[src/rtl/fetch_if.sv]
// Fetch-side bus between the fetch controller, instruction memory and decode.
// The master modport is the fetch controller; the slave modport is its environment.
interface fetch_if #(
    parameter int AW = 5,
    parameter int DW = 32
);
    logic [AW-1:0] pc_val;
    logic [DW-1:0] id;
    logic          redirect;
    logic [AW-1:0] redirect_pc;
    logic [DW-1:0] instr;
    logic [AW-1:0] instr_pc;
    logic          instr_valid;
    logic          instr_ready;

    modport master (
        output pc_val, instr, instr_pc, instr_valid,
        input  id, redirect, redirect_pc, instr_ready
    );

    modport slave (
        input  pc_val, instr, instr_pc, instr_valid,
        output id, redirect, redirect_pc, instr_ready
    );
endinterface

[src/rtl/fetch_controller.sv]
// Instruction fetch sequencer: owns the PC, captures memory words into a 2-entry
// buffer drained by decode, and handles start, redirect/flush, HALT and back-pressure.
module fetch_controller #(
    parameter int              AW        = 5,
    parameter int              DW        = 32,
    parameter logic [AW-1:0]   RESET_PC  = '0,
    parameter logic [DW-1:0]   HALT_WORD = 32'hFFFF_FFFF
) (
    input  logic      clk,
    input  logic      rst_n,
    input  logic      start_i,
    output logic      busy_o,
    output logic      halted_o,
    fetch_if.master   bus
);

    typedef enum logic [1:0] {
        ST_IDLE = 2'd0,
        ST_RUN  = 2'd1,
        ST_HALT = 2'd2
    } state_t;

    state_t                 state_q, state_d;
    logic [AW-1:0]          pc_q, pc_d;
    logic [1:0]             count_q, count_d;
    logic                   head_q, head_d;
    logic                   tail_q, tail_d;
    logic [1:0][DW-1:0]     buf_instr_q;
    logic [1:0][AW-1:0]     buf_pc_q;

    logic                   deq_s;
    logic                   enq_s;
    logic                   flush_s;
    logic                   fetch_ok_s;

    assign deq_s      = (count_q != 2'd0) & bus.instr_ready;
    assign fetch_ok_s = (count_q < 2'd2) | deq_s;

    // Next-state, PC and buffer-pointer logic
    always_comb begin
        state_d = state_q;
        pc_d    = pc_q;
        enq_s   = 1'b0;
        flush_s = 1'b0;
        count_d = count_q;
        head_d  = head_q;
        tail_d  = tail_q;

        case (state_q)
            ST_IDLE: begin
                if (start_i) begin
                    state_d = ST_RUN;
                end else begin
                    state_d = ST_IDLE;
                end
            end
            ST_RUN: begin
                if (bus.redirect) begin
                    flush_s = 1'b1;
                    pc_d    = bus.redirect_pc;
                end else if (fetch_ok_s) begin
                    if (bus.id == HALT_WORD) begin
                        state_d = ST_HALT;
                    end else begin
                        enq_s = 1'b1;
                        pc_d  = pc_q + AW'(1);
                    end
                end else begin
                    pc_d = pc_q;
                end
            end
            ST_HALT: begin
                if (bus.redirect) begin
                    flush_s = 1'b1;
                    pc_d    = bus.redirect_pc;
                    state_d = ST_RUN;
                end else begin
                    state_d = ST_HALT;
                end
            end
            default: begin
                state_d = ST_IDLE;
            end
        endcase

        // A redirect discards everything, including a same-cycle dequeue
        if (flush_s) begin
            count_d = 2'd0;
            head_d  = 1'b0;
            tail_d  = 1'b0;
        end else begin
            count_d = count_q + {1'b0, enq_s} - {1'b0, deq_s};
            head_d  = head_q ^ deq_s;
            tail_d  = tail_q ^ enq_s;
        end
    end

    // State, PC and buffer registers
    always_ff @(posedge clk or negedge rst_n) begin
        if (!rst_n) begin
            state_q     <= ST_IDLE;
            pc_q        <= RESET_PC;
            count_q     <= 2'd0;
            head_q      <= 1'b0;
            tail_q      <= 1'b0;
            buf_instr_q <= '0;
            buf_pc_q    <= '0;
        end else begin
            state_q <= state_d;
            pc_q    <= pc_d;
            count_q <= count_d;
            head_q  <= head_d;
            tail_q  <= tail_d;
            if (enq_s) begin
                buf_instr_q[tail_q] <= bus.id;
                buf_pc_q[tail_q]    <= pc_q;
            end
        end
    end

    assign bus.pc_val      = pc_q;
    assign bus.instr_valid = (count_q != 2'd0);
    assign bus.instr       = (count_q != 2'd0) ? buf_instr_q[head_q] : '0;
    assign bus.instr_pc    = (count_q != 2'd0) ? buf_pc_q[head_q] : '0;
    assign busy_o          = (state_q == ST_RUN);
    assign halted_o        = (state_q == ST_HALT);

endmodule
[src/flat_wrapper.sv]
// flat-port wrapper written by rule: the top's interface ports become plain ports
module fetch_controller_flat 
#(
    parameter int              AW        = 5,
    parameter int              DW        = 32,
    parameter logic [AW-1:0]   RESET_PC  = '0,
    parameter logic [DW-1:0]   HALT_WORD = 32'hFFFF_FFFF
)
  (clk, rst_n, start_i, busy_o, halted_o, bus_pc_val, bus_instr, bus_instr_pc, bus_instr_valid, bus_id, bus_redirect, bus_redirect_pc, bus_instr_ready);
  fetch_if #(.AW(AW), .DW(DW)) bus_i ();
  input  logic clk;
  input  logic rst_n;
  input  logic start_i;
  output logic busy_o;
  output logic halted_o;
  output wire logic [$bits(bus_i.pc_val)-1:0] bus_pc_val;
  output wire logic [$bits(bus_i.instr)-1:0] bus_instr;
  output wire logic [$bits(bus_i.instr_pc)-1:0] bus_instr_pc;
  output wire logic [$bits(bus_i.instr_valid)-1:0] bus_instr_valid;
  input wire logic [$bits(bus_i.id)-1:0] bus_id;
  input wire logic [$bits(bus_i.redirect)-1:0] bus_redirect;
  input wire logic [$bits(bus_i.redirect_pc)-1:0] bus_redirect_pc;
  input wire logic [$bits(bus_i.instr_ready)-1:0] bus_instr_ready;
  assign bus_pc_val = bus_i.pc_val;
  assign bus_instr = bus_i.instr;
  assign bus_instr_pc = bus_i.instr_pc;
  assign bus_instr_valid = bus_i.instr_valid;
  assign bus_i.id = bus_id;
  assign bus_i.redirect = bus_redirect;
  assign bus_i.redirect_pc = bus_redirect_pc;
  assign bus_i.instr_ready = bus_instr_ready;
  fetch_controller #(.AW(AW), .DW(DW), .RESET_PC(RESET_PC), .HALT_WORD(HALT_WORD)) u_core (.clk(clk), .rst_n(rst_n), .start_i(start_i), .busy_o(busy_o), .halted_o(halted_o), .bus(bus_i));
endmodule
[config.mk]
export PLATFORM = sky130hd
export DESIGN_NAME = fetch_controller_flat
export DESIGN_NICKNAME = d
export VERILOG_FILES = /design/src/rtl/fetch_if.sv /design/src/rtl/fetch_controller.sv /design/src/flat_wrapper.sv
export SDC_FILE = /design/constraint.sdc
export NUM_CORES = 1
export LEC_CHECK = 0
export CAP_MARGIN = 40
export CORE_ASPECT_RATIO = 0.7
export CORE_MARGIN = 10
export CORE_UTILIZATION = 46
export CTS_CLUSTER_DIAMETER = 200
export DETAILED_ROUTE_END_ITERATION = 10
export PLACE_DENSITY = 0.83
export RECOVER_POWER = 25
export SYNTH_ARGS = -nofsm -noshare
export SYNTH_HDL_FRONTEND = slang
export SYNTH_SLANG_ARGS = --single-unit
[constraint.sdc]
create_clock -name clk -period 2.4 [get_ports clk]
set_input_delay 0.48 -clock clk [delete_from_list [all_inputs] [get_ports clk]]
set_output_delay 0.48 -clock clk [all_outputs]
set_load 0.02 [all_outputs]
# [Word level (Yosys, flattened, before mapping)]
# Cells that the tools add are included.
[word_totals] latch_bits=0 memories=0 rom_bits=0 output_inout_bits=45 wordCells=68 register_bits=85 input_bits=42 ram_bits=0
[op_classes] n_bitwise=4 n_mux=32 div=0 shift=0 reduce_logical=7 n_eq_ne=9 mul=0 magnitude_cmp=4 add_sub_neg=3
[op_table] operator="$mux W32" count=4
[op_table] operator="$bwmux W64" count=1
[op_table] operator="$mux W5" count=8
[op_table] operator="$demux W32 S1" count=1
[op_table] operator="$eq A32 B32 Y1 const B" count=1
[op_table] operator="$bwmux W10" count=1
[op_table] operator="$mux W2" count=5
[op_table] operator="$pmux W5 S2" count=1
[op_table] operator="$mux W1" count=9
[op_table] operator="$ne A2 B1 Y1 const B" count=3
[op_table] operator="$pmux W2 S3" count=1
[op_table] operator="$add A5 B1 Y5 const B" count=1
[op_table] operator="$demux W5 S1" count=1
[op_table] operator="$lt A1 B2 Y1 const B" count=2
[op_table] operator="$reduce_and A4 Y1" count=1
[op_table] operator="$reduce_bool A2 Y1" count=2
[op_table] operator="$ne A3 B1 Y1 const B" count=1
[op_table] operator="$ne A3 B3 Y1 const B" count=1
[op_table] operator="$reduce_and A3 Y1" count=1
[op_table] operator="$add A2 B1 Y2" count=1
[op_table] operator="$eq A2 B1 Y1 const B" count=1
[op_table] operator="$eq A2 B2 Y1 const B" count=1
[op_table] operator="$logic_not A2 Y1" count=1
[op_table] operator="$lt A2 B2 Y1 const B" count=1
[op_table] operator="other kinds (8)" count=9

# [Depth between registers and ports, before layout]
[depth] word_depth=9 mapped_depth=9 mapped_depth_nobuf=9

# [Worst setup path after synthesis]
# OpenSTA, ideal clock, no wires.
[synth_path] kind="register to register" from="register u_core.state_q[1]" to="register u_core.buf_instr_q[0] (netlist name)" setup_time_ps=125 setup_slack_ps=-21 arrival_ps=2296 synth_period_minus_slack_ps=2421 required_ps=2275 path_stages_with_launch=10 cell_sequence="dfrtp_1 > inv_1 > ha_1 > clkbuf_2 > nand3_1 > nor2_1 > ha_1 > clkbuf_1 > buf_2 > mux2_2"
[synth_via] elab_chain_cells=2
[synth_rtl] item="start: declaration" line_no="fetch_controller.sv:23" source="state_t state_q, state_d;"
[synth_rtl] item="start signal: assignment" line_no="fetch_controller.sv:109" source="state_q <= state_d;"
[synth_rtl] item="$eq A2 B1 Y1"
[synth_rtl] item="named net busy_o" line_no="flat_wrapper.sv:14" source="output logic busy_o;"
[synth_rtl] item="$mux W1" line_no="fetch_controller.sv:49" source="case (state_q)"
[synth_rtl] item="end signal: indexed assignment" line_no="fetch_controller.sv:115" source="buf_instr_q[tail_q] <= bus.id;"
[synth_rtl] item="end: declaration" line_no="fetch_controller.sv:28" source="logic [1:0][DW-1:0] buf_instr_q;"
# The timed path passes the listed nets, and every way through them passes these cells.
# A chain may end at the register's enable or synchronous reset.

# [Worst setup path after layout]
[layout_path] from="input bus_id[2]" to="register u_core.buf_instr_q[53] (netlist name)"
[layout_via] elab_chain_cells=5
[layout_rtl] item="start: declaration" line_no="flat_wrapper.sv:20" source="input wire logic [$bits(bus_i.id)-1:0] bus_id;"
[layout_rtl] item="$eq A32 B32 Y1" line_no="fetch_controller.sv:62" source="if (bus.id == HALT_WORD) begin"
[layout_rtl] item="$mux W1" line_no="fetch_controller.sv:62"
[layout_rtl] item="$mux W1" line_no="fetch_controller.sv:61" source="end else if (fetch_ok_s) begin"
[layout_rtl] item="$mux W1" line_no="fetch_controller.sv:58" source="if (bus.redirect) begin"
[layout_rtl] item="$mux W1" line_no="fetch_controller.sv:49"
# Every way passes these cells.

==> impl_metrics.env <==
export IMPL_outcome="completed"
export IMPL_async_reset_ff_share_pct=100
export IMPL_top_layer_used="met4"
export IMPL_yosysUniqueCellTypes=40
export IMPL_final_common_cell="dfrtp_1"
export IMPL_cts_tree="yes"
export IMPL_ios=87
export IMPL_yosysTopAreaCellShare_pct=51.3
export IMPL_finalCriticalPeriod_ns=2.37
export IMPL_syn_to_final_growth_pct=37.9
export IMPL_rrSetupSlack_ns=0.28
export IMPL_wl_met3_um=613
export IMPL_core_area_um2=8620
export IMPL_clock_root_buffer="clkbuf_16"
export IMPL_rr_startpoint="u_core.state_q[1]"
export IMPL_grtUsageTotal_pct=15.5
export IMPL_ir_drop_uv=577
export IMPL_yosysWarnings=0
export IMPL_cts_buffers_inserted=9
export IMPL_fill_cells=665
export IMPL_total_power_mw=7.71
export IMPL_fp_dieH_um=99.4
export IMPL_grt_pass1_wl_um=16800
export IMPL_cp_end_kind="register"
export IMPL_rows=28
export IMPL_maxCapViolCount=0
export IMPL_vias=3078
export IMPL_synth_flop_cell="dfrtp_1"
export IMPL_instances_no_fill=579
export IMPL_slew_headroom_pct=14.4
export IMPL_viasPerCell=5.32
export IMPL_reg2reg_depth=7
export IMPL_dr_wl_met2_um=4950
export IMPL_tightest_slew_ns=1.28
export IMPL_cp_data_arrival_time_ns=2.58
export IMPL_layout_common_cells="84 x dfrtp_1, 74 x mux2_2, 52 x clkdlybuf4s50_1, 45 x nor2_1, 38 x mux2i_1"
export IMPL_powerDensity_nw_per_um2=1350
export IMPL_r2r_end="u_core.buf_instr_q[53]"
export IMPL_finalCoreUtilization_pct=66.4
export IMPL_synth_edf_count=0
export IMPL_drive_gt1_share_pct=29.8
export IMPL_startpoint_type="primary input"
export IMPL_final_nets=506
export IMPL_skew_ns=0.00711
export IMPL_drc=0
export IMPL_antenna_found_initial=0
export IMPL_die_area_um2=13300
export IMPL_clk_pin_slew_ns=0.06
export IMPL_cts_buffer_depth=2
export IMPL_place_inst=564
export IMPL_crit_type="primary input to register"
export IMPL_wl_per_cell_um=18.3
export IMPL_place_congestion=0.793
export IMPL_synth_nets=388
export IMPL_clk_latency_ns=0.33
export IMPL_setup_viol=0
export IMPL_synth_area_um2=4150
export IMPL_min_path_type="primary input to asynchronous set/reset pin"
export IMPL_finalWirelength_um=10600
export IMPL_fmax_mhz=422
export IMPL_drtPass1Iterations=4
export IMPL_finalSetupTns_ns=0
export IMPL_portBuffers=86
export IMPL_worstPathRequired_ns=2.61
export IMPL_p_leak_nw=2.59
export IMPL_first_global_vias=3180
export IMPL_drtIter0Drc=201
export IMPL_final_max_slew_viol_count=0
export IMPL_ctsHoldBuffers=0
export IMPL_cp_max_fo=28
export IMPL_cts_sinks=85
export IMPL_diodes=0
export IMPL_met1_length_um=5010
export IMPL_fin_crit_sh_pct=98.9
export IMPL_h_tree_depth=3
export IMPL_ys_seq_area_share_pct=51.3
export IMPL_synth_area_leaders="dfrtp_1 51%, mux2_2 20%, mux2i_1 9.2%, nor2_1 4.2%, ha_1 2.7%"
export IMPL_whs_ns=0.420
export IMPL_antenna_left=0
export IMPL_syn_area_per_cell_um2=12.3
export IMPL_place_hpwl_um=7700
export IMPL_grt_max_degree=50
export IMPL_synth_area_leader_cell="dfrtp_1"
export IMPL_die_w_um=133
export IMPL_syn_inst=337
export IMPL_start_util_pct=48.1
export IMPL_hold_viol_final=0
export IMPL_grt_ovfl_total=0
export IMPL_ys_ff_latch=85
==> flip-flops by register name, summed over array words and instances (netlist names) <==
signal,cells
u_core.bus.pc_val,5
u_core.tail_q,1
u_core.buf_instr_q,64
u_core.count_q,2
u_core.buf_pc_q,10
u_core.head_q,1
u_core.state_q,2
==> synth_stat cells (2+ instances only) <==
| cell | count |
|---|---|
| a32o_1 | 2 |
| clkbuf_1 | 8 |
| nor2_1 | 46 |
| o21ai_0 | 5 |
| nand2_1 | 2 |
| xnor2_1 | 2 |
| nand3b_1 | 2 |
| nand3_1 | 5 |
| a21oi_1 | 5 |
| a211oi_1 | 2 |
| mux2_2 | 74 |
| nand4_1 | 14 |
| mux2i_1 | 38 |
| inv_1 | 6 |
| ha_1 | 9 |
| dfrtp_1 | 85 |
| buf_2 | 9 |
==> what timing repair did <==
item                                    CTS  global route
pin swaps                                 0             3
endpoints found under the setup margin  105            75
buffers inserted                          0             0
hold endpoints to repair                  0             0
gates resized for setup                  32             4
==> how the worst max path moves through the flow <==
| stage | depth (start not counted) | startpoint | endpoint |
|---|---|---|---|
| after floorplan | 9 | u_core.state_q[1] | u_core.buf_instr_q[0] |
| after global placement | 9 | bus_id[15] | u_core.buf_instr_q[2] |
| after detailed placement | 9 | bus_id[15] | u_core.buf_instr_q[53] |
| after CTS | 9 | bus_id[15] | u_core.buf_instr_q[53] |
| after global routing | 9 | bus_id[2] | u_core.buf_instr_q[35] |
| final | 9 | bus_id[2] | u_core.buf_instr_q[53] |
==> routing by layer <==
layer | vias to the layer above | track usage [%]
li1 | 1438 | -
met1 | 1545 | 20.1
met2 | 90 | 24.7
met3 | 5 | 5.48
met4 | 0 | 2.75
met5 | - | 0
==> final cells by class <==
cell class	count	area, µm²	share of cell area [%]
inverters	6	22.5	0.394
multi-input cells	227	1940	33.9
clock buffers	10	229	4.00
repair buffers	126	1180	20.7
clock inverters	5	61.3	1.07
well taps	120	150	2.62
flip-flops and latches	85	2130	37.2
==> kinds of logic after synthesis <==
group                    Yosys count  synth area share, %
AND/OR/NAND/NOR                   79                 9.17
buffers and inverters             25                 2.56
multiplexers                     113                 29.6
AO/OA/AOI/OAI                     23                 4.01
XOR/XNOR                           3                0.634
adder cells (fa/ha/maj)            9                 2.71
flip-flops                        85                 51.3
==> power breakdown <==
group	total, mW	switching [mW]	internal [mW]
clock	1.35	0.547	0.804
combinational	3.71	1.86	1.85
sequential	2.65	0.490	2.16
==> stage by stage <==
stage	setup WS (ns)	area, µm²
2_1_floorplan	0.119	4150
3_3_place_gp	-0.385	5450
3_5_place_dp	-0.394	5450
4_1_cts	0.0266	5710
5_1_grt	-0.0657	5720
6_report	0.0276	5720
==> critical path, stage by stage <==
cell,delay [ns]
clkdlybuf4s50_1,0.52
nand4_1,0.20
nor4_4,0.37
nand3_1,0.14
nand3_1,0.11
nor2_1,0.08
ha_2,0.21
buf_12,0.17
mux2_2,0.29
Note: power is estimated with default switching activity, not from simulation.
